===== config.mk =====
export PLATFORM = sky130hd
export DESIGN_NAME = dsp_mul_arbiter_flat
export DESIGN_NICKNAME = d
export VERILOG_FILES = /design/src/rtl/dsp_mul_arbiter_pkg.sv /design/src/rtl/dsp_mul_arbiter_if.sv /design/src/rtl/dsp_mul_arbiter_rr_arbiter.sv /design/src/rtl/dsp_mul_arbiter.sv /design/src/flat_wrapper.sv
export SDC_FILE = /design/constraint.sdc
export NUM_CORES = 1
export LEC_CHECK = 0
export ABC_AREA = 1
export CAP_MARGIN = 20
export CORE_AREA = 2 2 198 200
export DETAILED_ROUTE_END_ITERATION = 8
export DIE_AREA = 0 0 200 202
export DONT_BUFFER_PORTS = 1
export PLACE_DENSITY = 0.44
export SLEW_MARGIN = 15
export SYNTH_ARGS = -nofsm -noshare
export SYNTH_HDL_FRONTEND = slang
export SYNTH_SLANG_ARGS = --single-unit

===== constraint.sdc =====
create_clock -name ap_clk -period 2.8 [get_ports ap_clk]
set_input_delay 0.84 -clock ap_clk [delete_from_list [all_inputs] [get_ports ap_clk]]
set_output_delay 0.84 -clock ap_clk [all_outputs]
set_load 0.005 [all_outputs]

===== src/rtl/dsp_mul_arbiter_pkg.sv =====
// Shared types and constants for the DSP multiplier arbiter.
// State encoding, tag width helper and default multiplier latency.
package dsp_arb_pkg;

  typedef enum logic [1:0] {
    ST_IDLE  = 2'd0,
    ST_RUN   = 2'd1,
    ST_DRAIN = 2'd2
  } state_e;

  localparam int DEF_MUL_LATENCY = 3;

  function automatic int tag_width(input int n);
    return (n < 2) ? 1 : $clog2(n);
  endfunction

endpackage


===== src/rtl/dsp_mul_arbiter_if.sv =====
// Requester, response and shared-multiplier signal bundle.
// slave = arbiter side, master = lanes plus multiplier side.
interface dsp_mul_arbiter_if #(
  parameter int N_REQ      = 4,
  parameter int DATA_WIDTH = 32
);

  logic [N_REQ-1:0]            req_valid;
  logic [N_REQ-1:0]            req_ready;
  logic [N_REQ*DATA_WIDTH-1:0] req_x;
  logic [N_REQ*DATA_WIDTH-1:0] req_y;

  logic [N_REQ-1:0]            resp_valid;
  logic [N_REQ-1:0]            resp_ready;
  logic [N_REQ*DATA_WIDTH-1:0] resp_product;

  logic                        mul_in_valid;
  logic [DATA_WIDTH-1:0]       mul_x;
  logic [DATA_WIDTH-1:0]       mul_y;
  logic                        mul_out_valid;
  logic [DATA_WIDTH-1:0]       mul_product;

  modport slave (
    input  req_valid, req_x, req_y,
    input  resp_ready,
    input  mul_out_valid, mul_product,
    output req_ready,
    output resp_valid, resp_product,
    output mul_in_valid, mul_x, mul_y
  );

  modport master (
    output req_valid, req_x, req_y,
    output resp_ready,
    output mul_out_valid, mul_product,
    input  req_ready,
    input  resp_valid, resp_product,
    input  mul_in_valid, mul_x, mul_y
  );

endinterface


===== src/rtl/dsp_mul_arbiter_rr_arbiter.sv =====
// Combinational round-robin arbiter: search upward from ptr_i
// with wrap, return one-hot grant and its index.
module rr_arbiter
  import dsp_arb_pkg::*;
#(
  parameter  int N_REQ = 4,
  localparam int TW    = tag_width(N_REQ)
) (
  input  logic [N_REQ-1:0] elig_i,
  input  logic [TW-1:0]    ptr_i,
  output logic [N_REQ-1:0] gnt_o,
  output logic [TW-1:0]    idx_o,
  output logic             any_o
);

  logic [TW-1:0] j;

  always_comb begin
    gnt_o = '0;
    idx_o = '0;
    any_o = 1'b0;
    j     = '0;
    for (int k = 0; k < N_REQ; k++) begin
      j = TW'((int'(ptr_i) + k) % N_REQ);
      if (!any_o && elig_i[j]) begin
        any_o    = 1'b1;
        idx_o    = j;
        gnt_o[j] = 1'b1;
      end
    end
  end

endmodule


===== src/rtl/dsp_mul_arbiter.sv =====
// Round-robin scheduler sharing one pipelined multiplier among N_REQ lanes.
// Define DSP_ARB_STATS_EN to add stat_issues/stat_conflicts counters.
module dsp_mul_arbiter
  import dsp_arb_pkg::*;
#(
  parameter int N_REQ       = 4,
  parameter int DATA_WIDTH  = 32,
  parameter int MUL_LATENCY = DEF_MUL_LATENCY
) (
  input  logic ap_clk,
  input  logic ap_rst_n,
  input  logic ap_start,
  output logic ap_idle,
  output logic ap_ready,
  output logic ap_done,
  dsp_mul_arbiter_if.slave bus,
`ifdef DSP_ARB_STATS_EN
  output logic [31:0] stat_issues,
  output logic [31:0] stat_conflicts,
`endif
  output logic err
);

  localparam int TW = tag_width(N_REQ);
  localparam int DW = DATA_WIDTH;

  typedef struct packed {
    logic          v;
    logic [TW-1:0] id;
  } tag_t;

  state_e state_q;
  logic   idle_q;
  logic   ready_q;
  logic   done_q;

  logic [N_REQ-1:0] out_q;
  logic [N_REQ-1:0] elig;
  logic [N_REQ-1:0] gnt;
  logic [TW-1:0]    gidx;
  logic             gany;
  logic [TW-1:0]    ptr_q;
  logic [TW-1:0]    ptr_d;

  logic [N_REQ-1:0][DW-1:0] rx;
  logic [N_REQ-1:0][DW-1:0] ry;

  tag_t                      iss_q;
  tag_t [MUL_LATENCY-1:0]    sr_q;
  tag_t                      tail;
  logic                      pipe_empty;

  logic                      mul_v_q;
  logic [DW-1:0]             mul_x_q;
  logic [DW-1:0]             mul_y_q;

  logic [N_REQ-1:0]          resp_v_q;
  logic [N_REQ-1:0][DW-1:0]  resp_p_q;
  logic                      err_q;

  assign rx = bus.req_x;
  assign ry = bus.req_y;

  // A lane with an op in flight or an unconsumed product is not eligible.
  assign elig = (state_q == ST_RUN) ? (bus.req_valid & ~out_q) : '0;

  rr_arbiter #(.N_REQ(N_REQ)) u_rr (
    .elig_i (elig),
    .ptr_i  (ptr_q),
    .gnt_o  (gnt),
    .idx_o  (gidx),
    .any_o  (gany)
  );

  assign ptr_d = (gidx == TW'(N_REQ - 1)) ? '0 : gidx + 1'b1;

  assign tail = sr_q[MUL_LATENCY-1];

  always_comb begin
    pipe_empty = !iss_q.v;
    for (int k = 0; k < MUL_LATENCY; k++) begin
      if (sr_q[k].v) pipe_empty = 1'b0;
    end
  end

  always_ff @(posedge ap_clk or negedge ap_rst_n) begin
    if (!ap_rst_n) begin
      state_q <= ST_IDLE;
      idle_q  <= 1'b1;
      ready_q <= 1'b0;
      done_q  <= 1'b0;
    end else begin
      done_q <= 1'b0;
      unique case (state_q)
        ST_IDLE: begin
          if (ap_start) begin
            state_q <= ST_RUN;
            idle_q  <= 1'b0;
            ready_q <= 1'b1;
          end
        end
        ST_RUN: begin
          if (!ap_start) begin
            state_q <= ST_DRAIN;
            ready_q <= 1'b0;
          end
        end
        ST_DRAIN: begin
          if (ap_start) begin
            state_q <= ST_RUN;
            ready_q <= 1'b1;
          end else if (pipe_empty && !(|resp_v_q)) begin
            state_q <= ST_IDLE;
            idle_q  <= 1'b1;
            done_q  <= 1'b1;
          end
        end
        default: begin
          state_q <= ST_IDLE;
          idle_q  <= 1'b1;
          ready_q <= 1'b0;
        end
      endcase
    end
  end

  // Issue register plus tag delay line matching the multiplier latency.
  always_ff @(posedge ap_clk or negedge ap_rst_n) begin
    if (!ap_rst_n) begin
      ptr_q   <= '0;
      mul_v_q <= 1'b0;
      mul_x_q <= '0;
      mul_y_q <= '0;
      iss_q   <= '0;
      sr_q    <= '0;
    end else begin
      mul_v_q  <= gany;
      iss_q.v  <= gany;
      iss_q.id <= gidx;
      sr_q[0]  <= iss_q;
      for (int k = 1; k < MUL_LATENCY; k++) begin
        sr_q[k] <= sr_q[k-1];
      end
      if (gany) begin
        ptr_q   <= ptr_d;
        mul_x_q <= rx[gidx];
        mul_y_q <= ry[gidx];
      end
    end
  end

  always_ff @(posedge ap_clk or negedge ap_rst_n) begin
    if (!ap_rst_n) begin
      out_q    <= '0;
      resp_v_q <= '0;
      resp_p_q <= '0;
      err_q    <= 1'b0;
    end else begin
      for (int i = 0; i < N_REQ; i++) begin
        if (resp_v_q[i] && bus.resp_ready[i]) begin
          resp_v_q[i] <= 1'b0;
          out_q[i]    <= 1'b0;
        end
      end
      if (gany) out_q[gidx] <= 1'b1;
      if (bus.mul_out_valid && tail.v) begin
        resp_v_q[tail.id] <= 1'b1;
        resp_p_q[tail.id] <= bus.mul_product;
      end
      if (bus.mul_out_valid != tail.v) err_q <= 1'b1;
    end
  end

`ifdef DSP_ARB_STATS_EN
  logic [31:0] iss_cnt_q;
  logic [31:0] conf_cnt_q;

  always_ff @(posedge ap_clk or negedge ap_rst_n) begin
    if (!ap_rst_n) begin
      iss_cnt_q  <= '0;
      conf_cnt_q <= '0;
    end else if (state_q == ST_IDLE && ap_start) begin
      iss_cnt_q  <= '0;
      conf_cnt_q <= '0;
    end else begin
      if (gany) iss_cnt_q <= iss_cnt_q + 32'd1;
      if ($countones(elig) >= 2) conf_cnt_q <= conf_cnt_q + 32'd1;
    end
  end

  assign stat_issues    = iss_cnt_q;
  assign stat_conflicts = conf_cnt_q;
`endif

  assign ap_idle          = idle_q;
  assign ap_ready         = ready_q;
  assign ap_done          = done_q;
  assign bus.req_ready    = gnt;
  assign bus.resp_valid   = resp_v_q;
  assign bus.resp_product = resp_p_q;
  assign bus.mul_in_valid = mul_v_q;
  assign bus.mul_x        = mul_x_q;
  assign bus.mul_y        = mul_y_q;
  assign err              = err_q;

endmodule


===== src/flat_wrapper.sv =====
// flat-port wrapper written by rule: the top's interface ports become plain ports
module dsp_mul_arbiter_flat import dsp_arb_pkg::*;
#(
  parameter int N_REQ       = 4,
  parameter int DATA_WIDTH  = 32,
  parameter int MUL_LATENCY = DEF_MUL_LATENCY
)
  (ap_clk, ap_rst_n, ap_start, ap_idle, ap_ready, ap_done, err, bus_req_valid, bus_req_x, bus_req_y, bus_resp_ready, bus_mul_out_valid, bus_mul_product, bus_req_ready, bus_resp_valid, bus_resp_product, bus_mul_in_valid, bus_mul_x, bus_mul_y);
  dsp_mul_arbiter_if #(.N_REQ(N_REQ), .DATA_WIDTH(DATA_WIDTH)) bus_i ();
  input  logic ap_clk;
  input  logic ap_rst_n;
  input  logic ap_start;
  output logic ap_idle;
  output logic ap_ready;
  output logic ap_done;
  output logic err;
  input wire logic [$bits(bus_i.req_valid)-1:0] bus_req_valid;
  input wire logic [$bits(bus_i.req_x)-1:0] bus_req_x;
  input wire logic [$bits(bus_i.req_y)-1:0] bus_req_y;
  input wire logic [$bits(bus_i.resp_ready)-1:0] bus_resp_ready;
  input wire logic [$bits(bus_i.mul_out_valid)-1:0] bus_mul_out_valid;
  input wire logic [$bits(bus_i.mul_product)-1:0] bus_mul_product;
  output wire logic [$bits(bus_i.req_ready)-1:0] bus_req_ready;
  output wire logic [$bits(bus_i.resp_valid)-1:0] bus_resp_valid;
  output wire logic [$bits(bus_i.resp_product)-1:0] bus_resp_product;
  output wire logic [$bits(bus_i.mul_in_valid)-1:0] bus_mul_in_valid;
  output wire logic [$bits(bus_i.mul_x)-1:0] bus_mul_x;
  output wire logic [$bits(bus_i.mul_y)-1:0] bus_mul_y;
  assign bus_i.req_valid = bus_req_valid;
  assign bus_i.req_x = bus_req_x;
  assign bus_i.req_y = bus_req_y;
  assign bus_i.resp_ready = bus_resp_ready;
  assign bus_i.mul_out_valid = bus_mul_out_valid;
  assign bus_i.mul_product = bus_mul_product;
  assign bus_req_ready = bus_i.req_ready;
  assign bus_resp_valid = bus_i.resp_valid;
  assign bus_resp_product = bus_i.resp_product;
  assign bus_mul_in_valid = bus_i.mul_in_valid;
  assign bus_mul_x = bus_i.mul_x;
  assign bus_mul_y = bus_i.mul_y;
  dsp_mul_arbiter #(.N_REQ(N_REQ), .DATA_WIDTH(DATA_WIDTH), .MUL_LATENCY(MUL_LATENCY)) u_core (.ap_clk(ap_clk), .ap_rst_n(ap_rst_n), .ap_start(ap_start), .ap_idle(ap_idle), .ap_ready(ap_ready), .ap_done(ap_done), .bus(bus_i), .err(err));
endmodule

==> impl_metrics.py <==
metrics = {
    "drt": {
        "totalWireLength_mm": 39.28,
        "via_per_inst": 5.004,
        "ant_nets": 0,
        "drc": 0,
        "drt_iter0_markers": 507,
        "first_pass_iters": 5,
        "wl_per_cell_um": 21.45,
        "vias": 9162,
    },
    "timing": {
        "max_slew_margin_pct": 37.58,
        "rsz0062_at_grt": "true",
        "fin_crit_ns": 2.810,
        "fmax_mhz": 355.8,
        "tightestPinTransition_ns": 0.9362,
        "hold_viol": 0,
        "finalCritPeriodShare_pct": 100.4,
        "worst_slack_ns": -0.01021,
        "holdWs_ns": 0.02049,
        "setup_violations": 4,
        "fin_worst_skew_ns": 0.02209,
        "slew_viol_final": 0,
        "finalSetupTns_ns": -0.02835,
    },
    "synth": {
        "synth_ff_type": "dfrtp_1",
        "netlist_area_sq_mm": 0.01054,
        "synth_edf_count": 0,
        "syn_avg_cell_area_sq_um": 7.987,
        "synthCells": 1319,
        "yosys_warnings": 0,
        "ys_seq_area_share_pct": 52.27,
        "synth_cell_type_count": 29,
        "synthSimpleGateAreaFrac_pct": 32.46,
        "yosys.area_share.adder_pct": 1.283,
        "synth_xor_area_share_pct": 0,
        "synth_nets": 1629,
        "synth_mux_area_share_pct": 0,
        "async_flop_share_pct": 100.0,
        "ys_seq_elements": 220,
        "synth_compound_area_share_pct": 7.435,
        "synth_top_family_by_area": "simple AND/OR/NAND/NOR gates",
    },
    "power": {
        "peakVddDrop_mv": 0.8552,
        "p_sw_mw": 8.317,
        "seq_power_share_pct": 33.1,
        "power_density_mw_per_mm2": 1480,
        "p_leak_nw": 5.936,
        "pwr-share-clk_pct": 19.5,
        "sw_frac_of_total_pct": 45.38,
        "intPower_mw": 10.01,
        "total_power_mw": 18.33,
        "combPwrFrac_pct": 47.4,
    },
    "place": {
        "dpl_cell_area_sq_mm": 0.01121,
        "place_inst": 1772,
        "hpwl_mm": 28.00,
        "port_buffers": 0,
        "post-place-ws_ns": 0.06291,
        "place.gp.congestion": 0.8883,
    },
    "die": {
        "io_pins": 505,
        "num_rows": 72,
        "die_area_sq_mm": 0.04040,
        "fp.dieH_um": 202,
        "die_x_um": 200,
        "core-area_sq_mm": 0.03829,
        "start_util_pct": 27.52,
    },
    "grt": {
        "grt_overflow_total": 0,
        "grt_max_degree": 221,
        "grt_pass1_vias": 9164,
        "grt_use_total_pct": 18.79,
        "antenna_found_initial": 4,
        "grt_pass1_wl_mm": 58.17,
    },
    "cells_and_area": {
        "register_area_sq_mm": 0.005508,
        "area_growth_pct": 17.52,
        "drive_gt1_share_pct": 10.59,
        "final_core_util_pct": 32.34,
        "layout_commonest_cell": "nand2_1",
        "fin_area_sq_mm": 0.01238,
        "fillers": 4088,
        "final_cell_mix": "411 x nand2_1, 323 x nand3_1, 218 x dfrtp_1",
        "final_cells": 1831,
        "multi_input_area_sq_mm": 0.004561,
        "fin_nets": 1604,
    },
    "critical_path": {
        "crit_path_end_kind": "output pin",
        "crit_fanout": 5,
        "setup.worst_path.class": "reg -> out",
        "arrival_ns": 1.97,
        "crit_required_ns": 1.96,
        "rrSetupSlack_ns": 0.28,
        "critPathLaunchType": "register",
    },
    "clocking": {
        "cts.sinks": 220,
        "cts_tree": "yes",
        "clk_pin_slew_worst_paths_ns": 0.06,
        "numCtsBuffers": 26,
        "cts_root_buf": "clkbuf_16",
        "insertion_delay_ns": 0.54,
        "htree_levels": 1,
        "cts_max_path_buffers": 3,
    },
    "outcome": {
        "violations": "negative setup slack",
        "status": "finished with violations",
    },
    "min_path": {
        "hold_class": "in -> async",
    },
    "job": {
        "maxCapViolations": 0,
    },
}
repair_timing:
item | in CTS | in global routing
endpoints found under the hold margin | 212 | 19
setup buffers | 9 | 1
gates resized for setup | 30 | 11
endpoints found under the setup margin | 4 | 4
pin swaps | 10 | 4
cloned | 1 | 0
layer usage:
metal	GRT usage, %	vias to the layer above	share of wire (%)
li1	-	4323	-
met1	21.31	4328	37
met2	32.35	424	49
met3	6.608	81	11
met4	6.878	6	3.6
met5	0	-	0.12
layout make-up:
type / count / share of cell area [%]
Antenna cell: 1 / 0.02021
Clock buffer: 37 / 6.084
Clock inverter: 9 / 1.172
Inverter: 58 / 1.799
Multi-Input combinational cell: 944 / 36.84
Sequential cell: 220 / 44.49
Tap cell: 518 / 5.235
Timing Repair Buffer: 44 / 4.366
cell usage after synthesis, types with 2 or more instances:
library cell / instances / area [sq um]
nand2_1: 417 / 1565
nand3_1: 338 / 1692
dfrtp_1: 219 / 5480
o21ai_0: 137 / 685.7
inv_1: 52 / 195.2
buf_2: 42 / 210.2
clkbuf_1: 37 / 138.9
buf_4: 12 / 90.09
nor2_1: 11 / 41.29
ha_1: 10 / 125.1
buf_1: 6 / 22.52
inv_2: 6 / 22.52
nand2_2: 6 / 37.54
a21oi_1: 4 / 20.02
nor4_1: 3 / 18.77
a221oi_1: 2 / 17.52
a22oi_1: 2 / 15.01
nor2_4: 2 / 22.52
o21ai_1: 2 / 10.01
o221ai_1: 2 / 17.52
state kept, by name, summed over array words and instances (netlist names), 2 cells and up:
signal and flops:
u_core.bus.mul_x 32, u_core.bus.mul_y 32, u_core.bus.resp_product 128, u_core.bus.resp_valid 4, u_core.iss_q 3, u_core.out_q 4
u_core.ptr_q 2, u_core.sr_q 9, u_core.state_q 2
worst paths after layout:
path	start	endpoint	depth (start not counted)
min in group ap_clk	u_core.sr_q[4]$_DFF_PN0_	u_core.sr_q[7]$_DFF_PN0_	0
min	ap_rst_n	u_core.bus.resp_product[9]$_DFFE_PN0P_	0
max	u_core.state_q[1]$_DFFE_PN0P_	bus_req_ready[2]	9
max reg2reg	u_core.state_q[1]$_DFFE_PN0P_	u_core.bus.mul_y[4]$_DFFE_PN0N_	16
max in group asynchronous	ap_rst_n	u_core.bus.resp_product[37]$_DFFE_PN0P_	1
min reg2reg	u_core.sr_q[4]$_DFF_PN0_	u_core.sr_q[7]$_DFF_PN0_	0
logic make-up (layout without fill, tap and decap cells):
kind of cell	after synthesis	count (layout)
buffers and inverters	156	148
AND/OR/NAND/NOR	781	782
other	0	1
flip-flops	220	220
AO/OA/AOI/OAI	151	151
adder cells (fa/ha/maj)	11	11
critical path, cell delays in order, from the launching register on:
cell and delay, ns:
dfrtp_2 0.47, nor2_8 0.16, nand3_2 0.10, nand2_1 0.11, nand2_1 0.07, nand2_2 0.11
inv_2 0.05, nor2_4 0.17, a22oi_1 0.11, o221ai_2 0.08
power by group through the flow:
stage                     sequential, mW  clock [mW]  combinational (mW)
after global routing                6.25        3.79                9.92
final                               6.06        3.57                8.69
after floorplan                     5.55           0                6.09
after detailed placement            6.13           0                8.43
after global placement              6.16           0                8.26
after CTS                           6.11        3.67                8.73
(Power assumes the default switching activity.)
